--- src/rtl/ws2811_pkg.sv ---
// ws2811_pkg: shared constants and types for the WS2811 frame sequencer.
//   CYC_COUNT / ZR_CYC_HI / ON_CYC_HI : bit-slot timing (cycles per slot,
//                                       high time of a '0' and a '1' code)
//   PIX_W, BIT_IDX_W                  : pixel word width and bit index width
//   state_t                           : frame sequencer states
package ws2811_pkg;

  localparam int CYC_COUNT = 40;
  localparam int ZR_CYC_HI = 8;
  localparam int ON_CYC_HI = 20;

  localparam int PIX_W     = 24;
  localparam int BIT_IDX_W = $clog2(PIX_W);

  typedef enum logic [2:0] {
    ST_IDLE  = 3'd0,
    ST_FETCH = 3'd1,
    ST_ARM   = 3'd2,
    ST_SEND  = 3'd3,
    ST_LATCH = 3'd4
  } state_t;

endpackage

--- src/rtl/ws2811_shift.sv ---
// ws2811_shift: pixel datapath for the frame sequencer.
// Holds the prefetch register, the MSB-first shift register, the bit that
// owns the current slot and the index of the bit the next strobe will send.
//   clk, rst     : clock, asynchronous active-high reset
//   cap_i        : capture pix_data_i into the prefetch register
//   pix_data_i   : pixel word from the buffer
//   load_i       : slot strobe that starts a new pixel (sends prefetch MSB)
//   shift_i      : slot strobe inside a pixel (sends shift register MSB)
//   slot_bit_o   : bit that the strobe of this cycle starts (valid on load/shift)
//   cur_bit_o    : bit owning the slot currently on the line
//   bit_idx_o    : index of the bit the next strobe sends; 0 = pixel boundary
module ws2811_shift
  import ws2811_pkg::*;
(
  input  logic                 clk,
  input  logic                 rst,
  input  logic                 cap_i,
  input  logic [PIX_W-1:0]     pix_data_i,
  input  logic                 load_i,
  input  logic                 shift_i,
  output logic                 slot_bit_o,
  output logic                 cur_bit_o,
  output logic [BIT_IDX_W-1:0] bit_idx_o
);

  localparam logic [BIT_IDX_W-1:0] IDX_ONE  = BIT_IDX_W'(1);
  localparam logic [BIT_IDX_W-1:0] IDX_LAST = BIT_IDX_W'(PIX_W - 1);

  logic [PIX_W-1:0]     pre_q;
  logic [PIX_W-1:0]     sh_q;
  logic [PIX_W-1:0]     word;
  logic                 cur_q;
  logic [BIT_IDX_W-1:0] idx_q;
  logic [BIT_IDX_W-1:0] idx_d;

  // A load sends bit 0 straight from the prefetch register, so the shift
  // register only ever holds the bits still to go.
  always_comb begin
    word = load_i ? pre_q : sh_q;
    if (load_i) begin
      idx_d = IDX_ONE;
    end else if (idx_q == IDX_LAST) begin
      idx_d = '0;
    end else begin
      idx_d = idx_q + IDX_ONE;
    end
  end

  assign slot_bit_o = word[PIX_W-1];
  assign cur_bit_o  = cur_q;
  assign bit_idx_o  = idx_q;

  always_ff @(posedge clk or posedge rst) begin
    if (rst) begin
      pre_q <= '0;
      sh_q  <= '0;
      cur_q <= 1'b0;
      idx_q <= '0;
    end else begin
      if (cap_i) begin
        pre_q <= pix_data_i;
      end
      if (load_i || shift_i) begin
        sh_q  <= {word[PIX_W-2:0], 1'b0};
        cur_q <= word[PIX_W-1];
        idx_q <= idx_d;
      end
    end
  end

endmodule

--- src/rtl/ws2811_frame_ctrl.sv ---
// ws2811_frame_ctrl: frame sequencer for a WS2811 pixel chain.
// Fetches pixel words, serialises them MSB first into 40-cycle bit slots
// supplied by the bit-timing generator, then holds the line low for
// LATCH_SLOTS slots and pulses done.
//   clk, rst            : clock, asynchronous active-high reset
//   start, num_pixels   : frame request and pixel count (clamped to MAX_PIX)
//   busy, done          : frame in progress / one-cycle end-of-frame pulse
//   pix_rd, pix_addr    : pixel buffer read strobe and address
//   pix_data            : read data, valid the cycle after pix_rd
//   bit_stb             : first cycle of each bit slot
//   slot_hi0, slot_hi1  : high-phase level of a '0' / '1' code
//   dout                : LED data line
//   dbg_state           : current sequencer state
//
// Handshake: pix_rd is a single-cycle request with no back-pressure; the
// buffer must present pix_data on the cycle after pix_rd is high.
module ws2811_frame_ctrl
  import ws2811_pkg::*;
#(
  parameter int MAX_PIX     = 256,
  parameter int ADDR_W      = 8,
  parameter int LATCH_SLOTS = 24
) (
  input  logic              clk,
  input  logic              rst,
  input  logic              start,
  input  logic [ADDR_W:0]   num_pixels,
  output logic              busy,
  output logic              done,
  output logic              pix_rd,
  output logic [ADDR_W-1:0] pix_addr,
  input  logic [PIX_W-1:0]  pix_data,
  input  logic              bit_stb,
  input  logic              slot_hi0,
  input  logic              slot_hi1,
  output logic              dout,
  output state_t            dbg_state
);

  localparam int LATCH_W = $clog2(LATCH_SLOTS);
  localparam logic [ADDR_W:0]    MAX_CNT    = MAX_PIX[ADDR_W:0];
  localparam logic [ADDR_W:0]    CNT_ONE    = {{ADDR_W{1'b0}}, 1'b1};
  localparam logic [LATCH_W-1:0] LATCH_ONE  = LATCH_W'(1);
  localparam logic [LATCH_W-1:0] LATCH_LAST = LATCH_W'(LATCH_SLOTS - 1);

  state_t              state_q, state_d;
  logic                busy_q, busy_d;
  logic                done_q, done_d;
  logic                dout_q, dout_d;
  logic                rd_pend_q;
  logic [ADDR_W:0]     cnt_q, cnt_d;          // pixels in this frame
  logic [ADDR_W:0]     pix_cnt_q, pix_cnt_d;  // pixels loaded so far
  logic [LATCH_W-1:0]  latch_cnt_q, latch_cnt_d;

  logic                load;
  logic                shift;
  logic                rd;
  logic [ADDR_W-1:0]   rd_addr;
  logic                slot_bit;
  logic                cur_bit;
  logic [BIT_IDX_W-1:0] bit_idx;

  ws2811_shift u_shift (
    .clk        (clk),
    .rst        (rst),
    .cap_i      (rd_pend_q),
    .pix_data_i (pix_data),
    .load_i     (load),
    .shift_i    (shift),
    .slot_bit_o (slot_bit),
    .cur_bit_o  (cur_bit),
    .bit_idx_o  (bit_idx)
  );

  always_comb begin
    state_d     = state_q;
    busy_d      = busy_q;
    done_d      = 1'b0;
    cnt_d       = cnt_q;
    pix_cnt_d   = pix_cnt_q;
    latch_cnt_d = latch_cnt_q;
    load        = 1'b0;
    shift       = 1'b0;
    rd          = 1'b0;
    rd_addr     = '0;
    dout_d      = 1'b0;

    unique case (state_q)
      ST_IDLE: begin
        if (start) begin
          if (num_pixels == '0) begin
            done_d = 1'b1;
          end else begin
            cnt_d     = (num_pixels > MAX_CNT) ? MAX_CNT : num_pixels;
            pix_cnt_d = '0;
            busy_d    = 1'b1;
            state_d   = ST_FETCH;
          end
        end
      end
      // First cycle issues the read of pixel 0, second cycle captures it.
      ST_FETCH: begin
        if (!rd_pend_q) begin
          rd = 1'b1;
        end else begin
          state_d = ST_ARM;
        end
      end
      ST_ARM: begin
        if (bit_stb) begin
          load    = 1'b1;
          state_d = ST_SEND;
        end
      end
      ST_SEND: begin
        if (bit_stb) begin
          if (bit_idx != '0) begin
            shift = 1'b1;
          end else if (pix_cnt_q != cnt_q) begin
            load = 1'b1;
          end else begin
            // This strobe opens the first low latch slot.
            latch_cnt_d = '0;
            state_d     = ST_LATCH;
          end
        end
      end
      ST_LATCH: begin
        if (bit_stb) begin
          if (latch_cnt_q == LATCH_LAST) begin
            done_d  = 1'b1;
            busy_d  = 1'b0;
            state_d = ST_IDLE;
          end else begin
            latch_cnt_d = latch_cnt_q + LATCH_ONE;
          end
        end
      end
      default: begin
        state_d = ST_IDLE;
      end
    endcase

    // Consuming a prefetched pixel immediately requests the next one, a full
    // pixel time ahead of its use.
    if (load) begin
      pix_cnt_d = pix_cnt_q + CNT_ONE;
      if (pix_cnt_d < cnt_q) begin
        rd      = 1'b1;
        rd_addr = pix_cnt_d[ADDR_W-1:0];
      end
    end

    if (load || shift) begin
      dout_d = slot_bit ? slot_hi1 : slot_hi0;
    end else if (state_q == ST_SEND && !bit_stb) begin
      dout_d = cur_bit ? slot_hi1 : slot_hi0;
    end
  end

  always_ff @(posedge clk or posedge rst) begin
    if (rst) begin
      state_q     <= ST_IDLE;
      busy_q      <= 1'b0;
      done_q      <= 1'b0;
      dout_q      <= 1'b0;
      rd_pend_q   <= 1'b0;
      cnt_q       <= '0;
      pix_cnt_q   <= '0;
      latch_cnt_q <= '0;
    end else begin
      state_q     <= state_d;
      busy_q      <= busy_d;
      done_q      <= done_d;
      dout_q      <= dout_d;
      rd_pend_q   <= rd;
      cnt_q       <= cnt_d;
      pix_cnt_q   <= pix_cnt_d;
      latch_cnt_q <= latch_cnt_d;
    end
  end

  assign busy      = busy_q;
  assign done      = done_q;
  assign dout      = dout_q;
  assign pix_rd    = rd;
  assign pix_addr  = rd_addr;
  assign dbg_state = state_q;

endmodule

--- config.mk ---
export PLATFORM = sky130hd
export DESIGN_NAME = ws2811_frame_ctrl
export DESIGN_NICKNAME = d
export VERILOG_FILES = /design/src/rtl/ws2811_pkg.sv /design/src/rtl/ws2811_shift.sv /design/src/rtl/ws2811_frame_ctrl.sv
export SDC_FILE = /design/constraint.sdc
export NUM_CORES = 1
export LEC_CHECK = 0
export ABC_AREA = 1
export CORE_ASPECT_RATIO = 1.5
export CORE_MARGIN = 2
export CORE_UTILIZATION = 49
export CTS_CLUSTER_SIZE = 30
export DETAILED_ROUTE_END_ITERATION = 6
export PLACE_DENSITY = 0.79
export RECOVER_POWER = 50
export SKIP_LAST_GASP = 1
export SLEW_MARGIN = 10
export SYNTH_ARGS = -nofsm -noshare
export SYNTH_HDL_FRONTEND = slang
export SYNTH_SLANG_ARGS = --single-unit
--- constraint.sdc ---
create_clock -name clk -period 3.7 [get_ports clk]
set_input_delay 0.74 -clock clk [delete_from_list [all_inputs] [get_ports clk]]
set_output_delay 0.74 -clock clk [all_outputs]
set_load 0.01 [all_outputs]
Word level (Yosys, flattened, before mapping)
Index checks and enable logic that the tools add are counted.

storage, ports and cells
  flip-flop bits (word level) = 83
  output and inout port bits = 15
  word-level logic and storage cells = 103

operators by class
  add/subtract/negate cells = 3
  order comparisons = 2
  equality and inequality tests = 18
  muxes and demuxes = 52
  bitwise operators = 1
  reduce and logical (&&, ||, !) cells = 15

operators by type and width
  cell                                                              number
  9-bit two-way mux                                                 5
  5-bit two-way mux                                                 7
  3-bit two-way mux                                                 9
  24-bit two-way mux                                                1
  1-bit two-way mux                                                 23
  2-bit != test (second input constant)                             10
  8-bit two-way mux                                                 2
  3-bit one-hot mux with 5 select lines                             1
  5-bit by 1-bit adder with 5-bit output (second input constant)    2
  5-bit == test (second input constant)                             2
  5-bit one-hot mux with 2 select lines                             1
  9-bit by 1-bit adder with 9-bit output (second input constant)    1
  9-bit greater-than comparator (second input constant)             1
  9-bit logical NOT                                                 1
  9-bit < comparator                                                1
  9-bit != test                                                     1
  9-bit AND reduction                                               1
  2-bit nonzero test                                                4
  3-bit by 2-bit == test with 1-bit output (second input constant)  2
  1-bit one-hot mux with 2 select lines                             3
  3-bit AND reduction                                               2
  6-bit AND reduction                                               1
  5-bit AND reduction                                               1
  5-bit nonzero test                                                1
  8 further kinds                                                   8

Logic depth before layout (Yosys ltp)
  word-level depth = 8
  depth in mapped cells = 15

Cells and area by module
From an unflattened synthesis, not the netlist that was laid out.

second synthesis, totals
  cell total of the unflattened synthesis = 504
  area total of the unflattened synthesis = 4315.4 um^2

by module, submodules not included
  module             instances  cells an instance  area each (um^2)
  ws2811_shift       1          223                2258.4
  ws2811_frame_ctrl  1          281                2057.0

Worst setup path after synthesis
Ideal clock, no wire load.

  path kind = reg-to-output
  start point = register pix_cnt_q[1]
  end point = output pix_rd
  data arrival time = 2266 ps
  required time = 2960 ps
  path slack = 694 ps
  cell stages (with the launch flop) = 16
  buffers on the path = 0
  path through = dfrtp_1 > inv_1 > nor3_1 > nand3_1 > nor2_1 > nand2_1 > xor2_1 > inv_1 > ha_1 > nand2_1 > nor2_1 > nand2_1 > nor2_1 > a211oi_1 > o21ai_2 > nand2_1

on the way
  word-level cells in the longest chain between the ends = 6
  elaborated cells between the ends (all ways) = 9

RTL lines
  what                                                                                            line                      RTL
  from (decl)                                                                                     ws2811_frame_ctrl.sv:52   logic [ADDR_W:0] pix_cnt_q, pix_cnt_d;
  from (signal assigned)                                                                          ws2811_frame_ctrl.sv:178  pix_cnt_q <= pix_cnt_d;
  parallel branches: the longest is 5 deep, another holds 9-bit by 1-bit adder with 9-bit output  -
  1-bit two-way mux *                                                                             ws2811_frame_ctrl.sv:146  if (load) begin
  to (decl)                                                                                       ws2811_frame_ctrl.sv:30   output logic pix_rd,

Mark *: on every way between the ends.

Worst setup path after layout
  start point = register pix_cnt_q[0]
  end point = output pix_addr[7]

on the way
  word-level cells in the longest chain between the ends = 6
  elaborated cells between the ends (all ways) = 9

RTL lines
  what                                                                                            line                      RTL
  parallel branches: the longest is 5 deep, another holds 9-bit by 1-bit adder with 9-bit output  -
  8-bit two-way mux *                                                                             ws2811_frame_ctrl.sv:146
  to (decl)                                                                                       ws2811_frame_ctrl.sv:31   output logic [ADDR_W-1:0] pix_addr,

Marked as above.

==> flow_summary.yaml <==
outcome:
  status: "finished clean"
die:
  core-area_um2: 8360
  io-pin-count: 54
  die_area_um2: 9360
  initial_core_util_pct: 50.3
  dieWidth_um: 79.7
  die_y_um: 118
  rows: 41
critical_path:
  cp_max_fo: 4
  cp_slowest_cell: "dfrtp_1"
  reg2regPathDepth: 13
  crit_path_end_kind: "output port"
  path_class: "reg -> out"
  max_stage_delay_ns: 0.41
  worstPathArrival_ns: 2.87
  crit_required_ns: 2.96
  critPathLaunch: "pix_cnt_q[0]"
  ff2ff_setup_slack_ns: 1.20
  critPathLaunchType: "flip-flop"
  r2r-start: "pix_cnt_q[1]"
  crit_path_cell_trace: "ha_2, nand3_4, nor2_4, nand4_1, xor2_1, inv_1, ha_4, nand2_4, nor2_4, buf_4, a211oi_2, o21ai_2, buf_4, nor2_2, buf_2"
  r2r_end: "pix_cnt_q[1]"
  crit_end: "pix_addr[7]"
detailed_routing:
  drt_iter0_drc: 172
  via_count: 3538
  wl_per_cell_um: 15.1
  drt_pass1_iterations: 5
  top_layer: "met4"
  route.met3.wl_um: 497
  drc: 0
  antenna_left: 0
  wirelength_met1_mm: 3.68
  routed_via_density: 5.51
  wl_met2_mm: 5.14
  wl_mm: 9.68
cells_and_area:
  antennaDiodeCount: 0
  area_delta_synth_final_pct: 27.6
  fin_area_um2: 5370
  drive_above_1_share_pct: 22.4
  nets: 582
  final_cells: 642
logic_synthesis:
  yosys.area.top_type: "dfrtp_1"
  syn_nets: 509
  synth.distinct_cells: 34
  netlist_area_um2: 4210
  netlist_top_cells_area: "dfrtp_1 (49%), nand2_1 (7.0%), mux2_2 (5.9%)"
  synth_seq_cells: 83
  synthCells: 457
  syn_avg_cell_area_um2: 9.21
  yosysSeqAreaShare_pct: 49.3
  synth_top_area_share_pct: 49.3
  yosys_warnings: 0
power:
  power.total_mw: 4.23
  power.density_nw_per_um2: 787
  ir_drop_mv: 0.503
  power.leakage_nw: 2.56
clock_network:
  cts_tree: "yes"
  insertion_delay_ns: 0.34
  clock_sinks: 83
  cts_hold_buffers: 0
  path_clk_slew_ns: 0.06
  cts_made_buffers: 9
  clk_path_buf_depth: 2
  htree_levels: 3
  root_buffer: "clkbuf_16"
sta:
  holdWs_ns: 0.476
  skew_ns: 0.00608
  maxSlewHeadroom_pct: 52.9
  setup_violations: 0
  hold_violations: 0
  final-max-slew-violation-count: 0
  worst_pin_slew_ns: 0.705
  rsz0062_at_grt: "yes"
  fin_crit_sh_pct: 97.7
  timing.final.crit_period_ns: 3.61
  clock.fmax_mhz: 277
global_route:
  grt_pass1_vias: 3573
  gr-usage-all-layers_pct: 21.8
  antenna_found_initial: 0
  grt_overflow: 0
  grt_pass1_wl_mm: 16.1
  grt_max_degree: 45
placed_design:
  place_area_um2: 4910
  dp_cells: 619
  portBuffers: 53
  gp_congestion: 0.862
  place_hpwl_mm: 6.36
run:
  maxCapViolCount: 0
min_path:
  hp-class: "reg -> reg"
==> what timing repair did <==
| item | CTS | global route |
|---|---|---|
| resized for setup | 39 | 31 |
| setup buffers | 3 | 4 |
| pin swaps | 8 | 9 |
| setup endpoints to repair | 9 | 9 |
==> layout by cell type, fill, tap and decap left out, types with 3 or more instances in the layout <==
cell and instances:
nor4_1 3, nand2_2 6, clkdlybuf4s50_1 42, nand2_4 4, inv_1 48, nand4_1 4, ha_1 10, inv_6 3
nor2_4 4, nand3_2 3, a22oi_1 21, o21ai_0 24, inv_2 9, xor2_1 6, nor2_2 8, nor3_1 4
buf_2 7, nand3_1 44, a21oi_1 10, dfrtp_1 83, nand2_1 74, buf_4 20, nor2_1 22, mux2_2 22
o21ai_1 7, o22ai_1 9, clkbuf_16 9
==> per-stage QoR <==
step / util, % / setup WS (ns) / TNS, ns
global route: 64.2 / -0.0770 / -0.533
global placement: 58.7 / 0.117 / 0
CTS: 63.1 / -0.00139 / -0.00139
floorplan: - / 0.694 / 0
finish: 64.2 / 0.0852 / 0
detailed placement: 58.7 / -0.0543 / -0.395
==> state kept, by name, indices dropped and copies added (netlist names) <==
name	flops
u_shift.pre_q	24
u_shift.bit_idx_o	5
cnt_q	9
u_shift.cur_bit_o	1
rd_pend_q	1
dout	1
pix_cnt_q	9
done	1
u_shift.sh_q	23
latch_cnt_q	5
dbg_state	3
busy	1
==> synthesized netlist by cell type, drive strengths merged <==
| cell type | number |
|---|---|
| buf | 13 |
| nor4 | 3 |
| dfrtp | 83 |
| a211oi | 1 |
| inv | 59 |
| xor2 | 8 |
| o22ai | 9 |
| clkinv | 1 |
| o21ai | 32 |
| ha | 13 |
| nand2 | 84 |
| a22oi | 21 |
| nor3 | 7 |
| o211a | 1 |
| nand4 | 5 |
| nor2 | 35 |
| a21oi | 12 |
| mux2 | 22 |
| nand3 | 48 |
==> worst max-delay path, delay by kind of cell, from the launching register on <==
kind,cells,cell delay (ns)
xor+xnor,1,0.23
fa+ha+maj,2,0.51
buf+inv,4,0.52
compound gates,2,0.33
simple gates,6,0.52
flops,1,0.41
==> cell type report <==
cell class / instances / area, um^2
fill: 636 / 2990
sequential: 83 / 2080
multi-input combinational: 301 / 1940
timing repair buffer: 75 / 673
clock buffer: 10 / 239
inverter: 60 / 231
tap: 107 / 134
clock inverter: 6 / 71.3
==> routing by layer <==
layer	up-vias	global-route usage (%)
met2	125	37.8
li1	1684	-
met5	-	0
met3	30	5.06
met1	1699	25.2
met4	0	9.16
==> kinds of logic after synthesis <==
logic type / after synthesis / share of synthesized area, %
simple gates: 182 / 20.7
fa+ha+maj: 13 / 3.86
mux: 22 / 5.89
compound gates: 76 / 10.8
buf+inv: 73 / 7.70
xor+xnor: 8 / 1.66
flops: 83 / 49.3
==> power breakdown <==
group	total, mW	switching, mW	internal (mW)
sequential	1.55	0.246	1.31
combinational	1.74	1.01	0.733
clock	0.931	0.382	0.550
==> worst min path at each step <==
stage,start,endpoint,slack (ns),cells after the start
floorplan,cnt_q[0],cnt_q[0],0.46,2
global placement,busy,busy,0.46,2
detailed placement,busy,busy,0.47,2
CTS,busy,busy,0.49,2
global route,u_shift.pre_q[20],u_shift.sh_q[21],0.52,2
finish,busy,busy,0.48,2
(Power assumes the default switching activity.)
